--- src/rtl/pipe_demux_pkg.sv ---
// pipe_demux_pkg: shared widths and select encodings for the result-stream demux.
package pipe_demux_pkg;
  localparam int DATA_W = 32;
  localparam int CNT_W = 16;
  typedef enum logic {SEL_OUT1 = 1'b0, SEL_OUT2 = 1'b1} sel_e;
endpackage

--- src/rtl/demux_fifo.sv ---
// demux_fifo: DEPTH-entry synchronous FIFO with wrap-bit pointers; head holds the last word when empty.
module demux_fifo #(
  parameter int WIDTH = 32,
  parameter int DEPTH = 2
) (
  input  logic             clk,
  input  logic             reset,
  input  logic             push,
  input  logic [WIDTH-1:0] push_data,
  input  logic             pop,
  output logic             full,
  output logic             empty,
  output logic [WIDTH-1:0] head
);
  localparam int AW = $clog2(DEPTH);
  logic [AW:0] wptr, rptr;
  logic [AW-1:0] last_idx;
  logic [WIDTH-1:0] mem [DEPTH];
  assign full = (wptr[AW] != rptr[AW]) && (wptr[AW-1:0] == rptr[AW-1:0]);
  assign empty = wptr == rptr;
  // When drained, the most recently popped slot sits just behind the read pointer.
  assign last_idx = rptr[AW-1:0] - AW'(1);
  assign head = mem[empty ? last_idx : rptr[AW-1:0]];
  always_ff @(posedge clk) begin
    if (reset) begin
      wptr <= '0;
      rptr <= '0;
      for (int i = 0; i < DEPTH; i++) mem[i] <= '0;
    end else begin
      if (push && !full) begin
        mem[wptr[AW-1:0]] <= push_data;
        wptr <= wptr + 1'b1;
      end
      if (pop && !empty) rptr <= rptr + 1'b1;
    end
  end
endmodule

--- src/rtl/pipe_demux.sv ---
// pipe_demux: registered 1-to-2 valid/ready demux with a FIFO per output; PIPE_DEMUX_COUNT_EN adds accept counters.
module pipe_demux
  import pipe_demux_pkg::*;
#(
  parameter int WIDTH = DATA_W,
  parameter int DEPTH = 2
) (
  input  logic             clk,
  input  logic             reset,
  input  logic [WIDTH-1:0] in_data,
  input  logic             in_sel,
  input  logic             in_valid,
  output logic             in_ready,
  output logic [WIDTH-1:0] out1_data,
  output logic             out1_valid,
  input  logic             out1_ready,
  output logic [WIDTH-1:0] out2_data,
  output logic             out2_valid,
  input  logic             out2_ready
`ifdef PIPE_DEMUX_COUNT_EN
  ,
  output logic [CNT_W-1:0] cnt1,
  output logic [CNT_W-1:0] cnt2
`endif
);
  logic full1, full2, empty1, empty2, push1, push2;
  assign in_ready = !reset && !(in_sel == SEL_OUT2 ? full2 : full1);
  assign push1 = in_valid && in_ready && in_sel == SEL_OUT1;
  assign push2 = in_valid && in_ready && in_sel == SEL_OUT2;
  assign out1_valid = !empty1;
  assign out2_valid = !empty2;
  demux_fifo #(.WIDTH(WIDTH), .DEPTH(DEPTH)) u_fifo1 (
    .clk(clk), .reset(reset), .push(push1), .push_data(in_data), .pop(out1_ready),
    .full(full1), .empty(empty1), .head(out1_data)
  );
  demux_fifo #(.WIDTH(WIDTH), .DEPTH(DEPTH)) u_fifo2 (
    .clk(clk), .reset(reset), .push(push2), .push_data(in_data), .pop(out2_ready),
    .full(full2), .empty(empty2), .head(out2_data)
  );
`ifdef PIPE_DEMUX_COUNT_EN
  always_ff @(posedge clk) begin
    cnt1 <= reset ? '0 : cnt1 + CNT_W'(push1);
    cnt2 <= reset ? '0 : cnt2 + CNT_W'(push2);
  end
`endif
endmodule

--- config.mk ---
export PLATFORM = sky130hd
export DESIGN_NAME = pipe_demux
export DESIGN_NICKNAME = d
export VERILOG_FILES = /design/src/rtl/pipe_demux_pkg.sv /design/src/rtl/demux_fifo.sv /design/src/rtl/pipe_demux.sv
export SDC_FILE = /design/constraint.sdc
export NUM_CORES = 1
export LEC_CHECK = 0
export ABC_AREA = 1
export BUFFER_PORTS_ARGS = -buffer_cell sky130_fd_sc_hd__buf_2
export CAP_MARGIN = 25
export CORE_ASPECT_RATIO = 1.2
export CORE_MARGIN = 1.5
export CORE_UTILIZATION = 45
export CTS_CLUSTER_SIZE = 24
export DETAILED_ROUTE_END_ITERATION = 10
export PLACE_DENSITY = 0.71
export SETUP_SLACK_MARGIN = 0.05
export SLEW_MARGIN = 20
export SYNTH_ARGS = -nofsm -noshare
export SYNTH_HDL_FRONTEND = slang
export SYNTH_HIERARCHICAL = 1
export SYNTH_SLANG_ARGS = --single-unit
--- constraint.sdc ---
create_clock -name clk -period 3.8 [get_ports clk]
set_clock_uncertainty 0.15 [all_clocks]
set_input_delay 0.19 -clock clk [delete_from_list [all_inputs] [get_ports clk]]
set_output_delay 0.19 -clock clk [all_outputs]
set_load 0.02 [all_outputs]
==> summary.md, run 1 <==
| Metric | Value |
|---|---|
| Outcome | `finished, final reports clean` |
| Clock share of power | `between 40% and 50%` |
| Total net switching power | `approximately 0.88 mW` |
| Worst slew margin | `between 50% and 60%` |
| CP Cell Sequence | `inv_1, nand2_1, nand2_1, nand2_2, nand2_2, nand2_1, nand2_1, buf_2` |
| TritonCTS clock tree | `built` |
| DP Wirelength | `9690 um` |
| CTS buffer count | `17` |
| Largest net degree at the start of global routing | `34` |
| Cell mode on critical path | `nand2_1` |
| Clk_lat worst skew | `approximately 0.4 ns` |
| Synth Instances | `~650` |
| Syn-to-layout area delta | `21.5%` |
| P_int | `~2.8 mW` |
| Fin. Hold Viols | `0` |
| CP arrival | `2.55 ns` |
| Net Sw Frac | `about 24%` |
| Slew @ Worst Pin | `about 0.7 ns` |
| Achievable frequency | `between 0.3 and 0.4 GHz` |
| Gpl congestion | `approximately 0.84` |
| Final setup TNS | `0 ns` |
| Final setup violation count | `0` |
| Total GRT Usage | `roughly a fifth` |
| LEAKAGE | `between 3 and 4 nW` |
| Finished Layout Cells | `959` |
| Worst vdd rail ir drop | `roughly 230 uV` |
| GR Util met2 | `34.6%` |
| Core Area | `roughly 14000 sq um` |
| Hold Crit Class | `in -> reg` |
| Met1 Usage GRT | `approximately 26%` |
| Worst-path maximum fanout | `33` |
| Syn Area/Cell | `between 9 and 10 sq um` |
| Netlist cell types | `16` |
| Register area share after synthesis | `a little over three fifths` |
| Port Buf Inserts | `approximately 100` |
| Detailed Routing Iterations Pass 1 | `4` |
| Die Wd | `112 um` |
| Most common cell after layout, fill and taps aside | `nand2_1` |
| Part of the power in registers | `a little under half` |
| Clock root buffer | `clkbuf_16` |
| Most frequent cells in the layout | `166 x nand2_1, 128 x edfxtp_1, 104 x buf_2, 82 x inv_1, 77 x nor2_1` |
| Layout Nets | `between 800 and 900` |
| Synth warnings | `6` |
| Die H | `around 130 um` |
| Number of diodes | `0` |
| First-pass GRT wire length | `around 23000 um` |
| Vias in the first global route | `roughly 4500` |
| Clock period minus worst slack | `slightly below 3 ns` |
| Busiest grt layer | `met2` |
| Final worst-path cycle share | `roughly three quarters` |
| Gr ovfl total | `0` |
| Comb pwr share | `approximately an eighth` |
| FP Rows | `47` |
| Syn_nets | `685` |
| H-tree depth | `4` |
| Reg clk slew, reported paths | `around 0.060 ns` |
| Routed vias | `4671` |
| Synthesized area | `between 6000 and 7000 sq um` |
| Initial cell density of the core | `46.0%` |
| RSZ-0062 raised after global routing | `no` |
| # placed instances | `between 900 and 1000` |
| Power Density | `roughly 470 nW/um^2` |
| CTS Sinks | `approximately 140` |
| Max-Cap Viols | `0` |
| # DRC | `0` |
| DRT antenna net count | `0` |
| CP Capture Type | `output pin` |
| Avg WL per Cell | `roughly 15 um` |
| Final Routed Wirelength | `about 15000 um` |
| Die area | `roughly 15000 sq um` |
| Initial antenna violation count | `0` |
| Layout cell share with drive strength beyond 1 | `around 27%` |
| Slowest CP cell | `nand2_2` |
| Via density | `about 4.9` |
| Critical Path RT | `between 3 and 4 ns` |
| Crit Path Class | `reg -> out` |
| Max Slew Vio Count | `0` |
| Flops & latches, synth | `roughly 140` |
| Met3 Usage GRT | `under 10%` |
| I/O pins | `105` |
| Initial DRC Count | `around 310` |
| CTS Buffer Depth | `2` |
| Worst Setup Start Kind | `flop` |
| Max incr delay on CP | `between 0.5 and 0.6 ns` |
state kept, by name, indices dropped and copies added, names as in the netlist:
signal        flops
u_fifo1/mem      64
u_fifo2/mem      64
u_fifo1/rptr      2
u_fifo1/wptr      2
u_fifo2/rptr      2
u_fifo2/wptr      2
cell type report:
| type | instances | area [sq um] |
|---|---|---|
| Multi-Input combinational cell | 395 | 1810 |
| Inverter | 86 | 323 |
| Timing Repair Buffer | 139 | 843 |
| Fill cell | 1219 | 6090 |
| Clock buffer | 26 | 479 |
| Sequential cell | 136 | 4000 |
| Tap cell | 171 | 214 |
| Clock inverter | 6 | 53.8 |
per-layer routing:
layer,vias up,routed length (um),share of wire (%)
li1,2315,-,-
met1,2171,6020,41
met2,179,7540,52
met3,6,888,6.1
met4,0,84,0.58
met5,-,0,0
through the flow:
stage	cell area, sq um	hold slack, ns	setup slack, ns	utilization [%]	total power [mW]
CTS	7730	0.000827	0.897	55.9	3.67
detailed placement	6950	0.308	1.12	50.3	2.18
floorplan	6360	0.185	1.12	-	2.04
finish	7730	0.00867	0.915	55.9	3.65
global placement	6950	0.296	1.22	50.3	2.17
global route	7730	0.00261	0.637	55.9	3.79
final timing paths:
path / startpoint / to / slack [ns] / cells after the start
worst max register to register: u_fifo2/rptr[0] / u_fifo2/mem[1][5] / 1.10 / 13
worst min register to register: u_fifo2/wptr[1] / u_fifo2/wptr[1] / 0.39 / 1
worst min-delay path: in_data[15] / u_fifo2/mem[1][15] / 0.009 / 3
worst max-delay path: u_fifo1/wptr[1] / out1_data[23] / 0.91 / 8
power groups by stage:
stage	logic, mW	registers, mW	clock network, mW
floorplan	0.282	1.75	0
global placement	0.414	1.76	0
detailed placement	0.420	1.76	0
CTS	0.441	1.73	1.50
global route	0.475	1.74	1.58
finish	0.436	1.73	1.48
synthesized netlist by cell type (all sizes together):
library cell  number  area, sq um
a21oi              6         30.0
buf               30          225
dfxtp              8          160
edfxtp           128         3840
inv               86          323
nand2            177          702
nand3             72          360
nand4              3         55.1
nor2             135          652
o21ai              2         10.0
logic make-up (layout without fill, tap and decap cells):
kind of cell           after synthesis  in the layout  synth area share [%]
buffers and inverters              116            257                  8.62
and+or+nand+nor                    387            387                  27.8
AOI/OAI and AO/OA                    8              8                 0.629
DFF                                136            136                  62.9
critical path: cells and delay by family (launching register included):
kind	cells	cell delay (ns)
simple gates	6	1.49
flops	1	0.38
buf+inv	2	0.24
timing repair:
action / CTS / global route
hold buffers: 24 / 0
endpoints found under the hold margin: 50 / 0
resized for setup: 0 / 0
setup buffers: 0 / 0
Note: power is estimated with default switching activity, not from simulation.
==> run 2, diff against run 1 <==
clock period = 3.01 ns   (was 3.8 ns; I/O delays follow)
==> summary.md, run 2 (synthesis results as in run 1) <==
| Metric | Value |
|---|---|
| FP Rows | `between 40 and 50` |
| Final setup violation count | `0` |
| Initial antenna violation count | `0` |
| Die H | `~130 um` |
| Die Wd | `~110 um` |
| Via density | `just under 5` |
| Detailed Routing Iterations Pass 1 | `5` |
| P_int | `3.46 mW` |
| Core Area | `13800 sq um` |
| Clock root buffer | `clkbuf_16` |
| WL met3 | `around 830 um` |
| Vias in the first global route | `4718` |
| Clock share of power | `40.6%` |
| Worst slew margin | `between 50% and 60%` |
| DRT antenna net count | `0` |
| Fin. Hold Viols | `0` |
| Final Routed Wirelength | `15000 um` |
| Worst Setup Start Kind | `flop` |
| CP arrival | `2.42 ns` |
| I/O pins | `105` |
| Routed vias | `between 4000 and 5000` |
| H-tree depth | `4` |
| Initial cell density of the core | `46.0%` |
| Avg WL per Cell | `between 15 and 20 um` |
| RSZ-0062 raised after global routing | `no` |
| CTS Sinks | `roughly 140` |
| Total GRT Usage | `20.5%` |
| Max Slew Vio Count | `0` |
| CP Capture Type | `flop` |
| Net Sw Frac | `between 20 and 30%` |
| Part of the power in registers | `a little under half` |
| Clk_lat worst skew | `approximately 0.41 ns` |
| Final setup TNS | `0 ns` |
| Met1 Routed Length | `roughly 6200 um` |
| Post-CTS Setup Inserts | `0` |
| Critical R2R Capture | `u_fifo1/mem[1][26]` |
| Register-to-register path setup slack | `between 0.4 and 0.5 ns` |
| Finished Layout Cells | `974` |
| First-pass GRT wire length | `around 24000 um` |
| CTS resizes | `0` |
| Largest net degree at the start of global routing | `34` |
| Achievable frequency | `0.396 GHz` |
| LEAKAGE | `about 3.7 nW` |
| Port Buf Inserts | `around 100` |
| DP Wirelength | `a little under 10000 um` |
| # DRC | `0` |
| Layout Nets | `between 800 and 900` |
| Outcome | `finished, final reports clean` |
| Routed wl met2 | `around 7700 um` |
| Slew @ Worst Pin | `between 0.6 and 0.7 ns` |
| TritonCTS clock tree | `built` |
| Total net switching power | `roughly 1.2 mW` |
| Worst vdd rail ir drop | `314 uV` |
| Hold Crit Class | `in -> reg` |
| Critical path capture point | `u_fifo1/mem[1][26]` |
| Worst-path maximum fanout | `32` |
| R2R Path Start | `u_fifo2/wptr[1]` |
| Gpl congestion | `approximately 0.84` |
| Top Registers | `u_fifo1/mem x64, u_fifo2/mem x64` |
| CTS buffer count | `17` |
| Max-Cap Viols | `0` |
| Layout cell share with drive strength beyond 1 | `roughly 28%` |
| Final worst-path cycle share | `a little over four fifths` |
| CTS Buffer Depth | `2` |
| Syn-to-layout area delta | `23.9%` |
| Crit Path Class | `reg -> reg` |
| Gr ovfl total | `0` |
| Die area | `around 15000 sq um` |
| Most frequent cells in the layout | `166 x nand2_1, 128 x edfxtp_1, 104 x buf_2, 82 x inv_1, 77 x nor2_1` |
| # placed instances | `roughly 900` |
| Reg clk slew, reported paths | `0.06 ns` |
| Number of diodes | `0` |
| Comb pwr share | `12.4%` |
| Critical path origin | `u_fifo2/wptr[1]` |
| Clock period minus worst slack | `approximately 2.5 ns` |
| Critical Path RT | `approximately 2.9 ns` |
| Most common cell after layout, fill and taps aside | `nand2_1` |
| Initial DRC Count | `between 300 and 400` |
| Reg2reg path depth | `13` |
| Max Used Layer | `met4` |
| Power Density | `~590 nW/um^2` |
| Fin Hold WS | `between 0.03 and 0.04 ns` |
run 2: final cells by class:
type | count | area (sq um)
clock inverters | 14 | 110
inverters | 86 | 323
repair buffers | 154 | 991
multi-input cells | 395 | 1810
fillers | 1164 | 5940
clock buffers | 18 | 429
well taps | 171 | 214
flip-flops and latches | 136 | 4000
run 2: how the worst min path moves through the flow:
stage / from / end / slack, ns / cells after the start
4_1_cts: in_valid / u_fifo2/wptr[0] / 0.02 / 5
2_1_floorplan: out1_ready / u_fifo1/rptr[0] / 0.15 / 2
6_report: in_valid / u_fifo2/wptr[0] / 0.04 / 5
3_3_place_gp: out1_ready / u_fifo1/rptr[0] / 0.25 / 3
3_5_place_dp: out1_ready / u_fifo1/rptr[0] / 0.26 / 3
5_1_grt: in_valid / u_fifo2/wptr[0] / 0.06 / 5
run 2: power by group through the flow:
| stage | Combinational, mW | Sequential, mW | Clock (mW) |
|---|---|---|---|
| 6_report | 0.574 | 2.18 | 1.88 |
| 5_1_grt | 0.624 | 2.19 | 1.99 |
| 4_1_cts | 0.579 | 2.18 | 1.91 |
| 3_5_place_dp | 0.537 | 2.22 | 0 |
| 3_3_place_gp | 0.526 | 2.22 | 0 |
| 2_1_floorplan | 0.356 | 2.22 | 0 |
run 2: stage by stage:
step	instance area, sq um	util (%)	total power [mW]	worst slack, ns
finish	7880	57.0	4.64	0.486
global route	7880	57.0	4.81	0.255
CTS	7880	57.0	4.67	0.530
detailed placement	6960	50.4	2.76	0.546
global placement	6960	50.4	2.74	0.658
floorplan	6360	-	2.57	0.326
run 2: critical path, cell delays in order (launching register included):
cell	delay, ns
dfxtp_1	0.39
inv_1	0.09
nand2_1	0.06
nand2_1	0.12
nand2_4	0.11
inv_1	0.04
nand2_1	0.08
nand4_2	0.10
nor2_1	0.26
nand2_1	0.09
inv_1	0.08
nand2_1	0.08
nand2_1	0.09
buf_4	0.40
run 2: layer usage:
| metal | global-route usage (%) | up-vias |
|---|---|---|
| met5 | 0 | - |
| met2 | 35.2 | 175 |
| li1 | - | 2348 |
| met4 | 8.02 | 0 |
| met1 | 25.9 | 2273 |
| met3 | 3.73 | 26 |
run 2: timing repair:
action | CTS | global route
endpoints found under the hold margin | 125 | 0
hold buffers | 38 | 0
endpoints found under the setup margin | 0 | 0
==> run 3, diff against run 2 <==
ABC_AREA = 0   (was 1)
clock period = 2.55 ns   (was 3.01 ns; I/O delays follow)
==> summary.md, run 3 <==
| Metric | Value |
|---|---|
| Outcome | `finished, violations left` |
| Violated checks | `DRC` |
| Clock root buffer | `clkbuf_16` |
| Achievable frequency | `about 0.4 GHz` |
| Number of diodes | `0` |
| Final setup TNS | `0 ns` |
| Worst-path maximum fanout | `8` |
| DP Wirelength | `~9400 um` |
| Via density | `5.14` |
| CP Capture Type | `output pin` |
| Final worst-path cycle share | `between 90% and 100%` |
| Largest net degree at the start of global routing | `73` |
| Worst slew margin | `roughly 65%` |
| Clock share of power | `just under 40%` |
| Net Sw Frac | `a little under a quarter` |
| Top cell type's share of synthesized area | `between 50% and 60%` |
| Detailed Routing Iterations Pass 1 | `8` |
| CTS Buffer Depth | `2` |
| Part of the power in registers | `between 40% and 50%` |
| Max Slew Vio Count | `0` |
| Critical Path RT | `around 2.3 ns` |
| Gr ovfl total | `0` |
| Netlist cell types | `28` |
| Slew @ Worst Pin | `between 0.5 and 0.6 ns` |
| Final setup violation count | `0` |
| Crit Path Class | `reg -> out` |
| Syn Area/Cell | `roughly 13 sq um` |
| Top_reg_cell synth | `edfxtp_1` |
| Vias in the first global route | `about 4300` |
| RSZ-0062 raised after global routing | `yes` |
| Fin util | `around 59%` |
| Most frequent cells in the layout | `136 x nor2_1, 128 x edfxtp_1, 104 x buf_2, 68 x nand2b_1, 60 x mux2_4` |
| TritonCTS clock tree | `built` |
| Area contributors post-synth | `edfxtp_1 59%, mux2_4 14%, nor2_1 7.9%` |
| CP arrival | `roughly 2.2 ns` |
| Comb pwr share | `13.9%` |
| Worst vdd rail ir drop | `364 uV` |
| Clock period minus worst slack | `2.45 ns` |
| Fin Hold WS | `between 0.06 and 0.07 ns` |
| Final Routed Wirelength | `between 15000 and 20000 um` |
| Total GRT Usage | `between 20% and 30%` |
| LEAKAGE | `approximately 3.3 nW` |
| Post-synth EDFFs | `approximately 130` |
| Max-Cap Viols | `0` |
| Largest area contributor in the netlist | `edfxtp_1` |
| Syn-to-layout area delta | `27.6%` |
| Avg WL per Cell | `around 18 um` |
| Power Density | `661 nW/um^2` |
| Die area | `approximately 15000 sq um` |
| Layout cell share with drive strength beyond 1 | `between 30% and 40%` |
| # DRC | `11` |
| H-tree depth | `4` |
| Core Area | `13900 sq um` |
| Synth top cells by count | `136 x nor2_1, 128 x edfxtp_1, 72 x nand2b_1` |
| Synth Instances | `488` |
| Async SR Flop Fraction | `0%` |
| First-pass GRT wire length | `between 20000 and 25000 um` |
| Syn_nets | `526` |
| Worst Setup Start Kind | `flop` |
| Slowest CP cell | `dfxtp_2` |
| Register area share after synthesis | `between 60% and 70%` |
| Gpl congestion | `0.800` |
| Flops & latches, synth | `approximately 140` |
| CP Cell Sequence | `xnor2_2, buf_6, mux2i_4, buf_4, clkbuf_16, mux2_4, buf_2` |
| Most instantiated library cell after synthesis | `nor2_1` |
| Port Buf Inserts | `roughly 100` |
| Most common cell after layout, fill and taps aside | `nor2_1` |
| Hold Crit Class | `in -> reg` |
| Die H | `around 130 um` |
| CTS Sinks | `~140` |
| DRT antenna net count | `0` |
| Total net switching power | `approximately 1.3 mW` |
| Reg clk slew, reported paths | `about 0.060 ns` |
| Routed vias | `4233` |
| I/O pins | `around 110` |
| Synth warnings | `6` |
| Initial antenna violation count | `0` |
| FP Rows | `47` |
| Fin. Hold Viols | `0` |
| Layout Nets | `679` |
| Die Wd | `113 um` |
| P_int | `about 4.2 mW` |
| Synthesized area | `approximately 6500 sq um` |
| Clk_lat worst skew | `roughly 0.42 ns` |
| Max incr delay on CP | `roughly 0.35 ns` |
| Initial DRC Count | `roughly 300` |
| CTS buffer count | `17` |
| Initial cell density of the core | `about 46%` |
| Top Registers | `u_fifo1/mem x64, u_fifo2/mem x64` |
==> run 3: changes by cell type in the layout (fill, tap and decap cells not counted), sizes merged, moves of 6 or more <==
cell    before  now
nand2b       0   72
inv         86    4
clkbuf      18   25
buf        116  126
nand3       72    4
nand2      177    6
mux2i        0    6
mux2         0   64
==> run 3: logic make-up after synthesis <==
| logic type | count (synthesis) | share of synthesized area [%] |
|---|---|---|
| compound gates | 13 | 1.27 |
| buf+inv | 34 | 2.90 |
| mux | 70 | 15.9 |
| flops | 136 | 61.8 |
| simple gates | 229 | 17.1 |
| xor+xnor | 6 | 1.04 |
==> run 3: timing repair <==
item | CTS | global route
hold buffers | 36 | 0
pin swaps | 0 | 1
gates resized for setup | 6 | 3
setup buffers | 3 | 0
cloned | 2 | 2
setup endpoints to repair | 47 | 45
hold endpoints to repair | 124 | 0
==> run 3: worst paths after layout <==
check                       end  slack (ns)            start  cells past startpoint
max                out1_data[5]         0.1  u_fifo1/wptr[1]                      7
min             u_fifo2/wptr[1]        0.07         in_valid                      4
max reg2reg  u_fifo2/mem[1][17]        0.20  u_fifo2/wptr[0]                      6
min reg2reg     u_fifo1/rptr[1]        0.40  u_fifo1/wptr[1]                      2
==> run 3: critical path: cells and delay by family, from the launching register on <==
kind	cells	cell delay, ns
mux	2	0.52
flops	1	0.35
buf+inv	4	0.68
xor+xnor	1	0.20
==> run 3: final cells by class <==
type | instances | area (sq um)
clock buffers | 23 | 448
flip-flops and latches | 136 | 4010
repair buffers | 164 | 1200
well taps | 171 | 214
inverters | 4 | 15.0
multi-input cells | 318 | 2330
fillers | 1096 | 5670
clock inverters | 7 | 55.1
==> run 3: routing by layer <==
metal | vias up | wire, um | GRT usage (%) | part of all wire (%)
li1 | 1996 | - | - | -
met1 | 2068 | 6130 | 24.6 | 41
met2 | 155 | 7700 | 35.0 | 51
met3 | 14 | 1060 | 6.01 | 7.0
met4 | 0 | 173 | 6.47 | 1.1
met5 | - | 0 | 0 | 0
==> run 3: power by group through the flow <==
stage | Clock, mW | Sequential [mW] | Combinational (mW)
after floorplan | 0 | 2.61 | 0.465
after global placement | 0 | 2.62 | 0.671
after detailed placement | 0 | 2.62 | 0.679
after CTS | 2.16 | 2.58 | 0.754
after global routing | 2.26 | 2.59 | 0.806
final | 2.12 | 2.58 | 0.759
==> run 3: per-stage QoR <==
step	setup slack [ns]	cell area, sq um	instances	total power, mW
global route	0.0342	8270	823	5.65
floorplan	0.0878	6510	488	3.08
finish	0.0960	8270	823	5.46
CTS	0.0492	8240	822	5.50
detailed placement	0.203	7280	751	3.30
global placement	0.283	7280	751	3.29
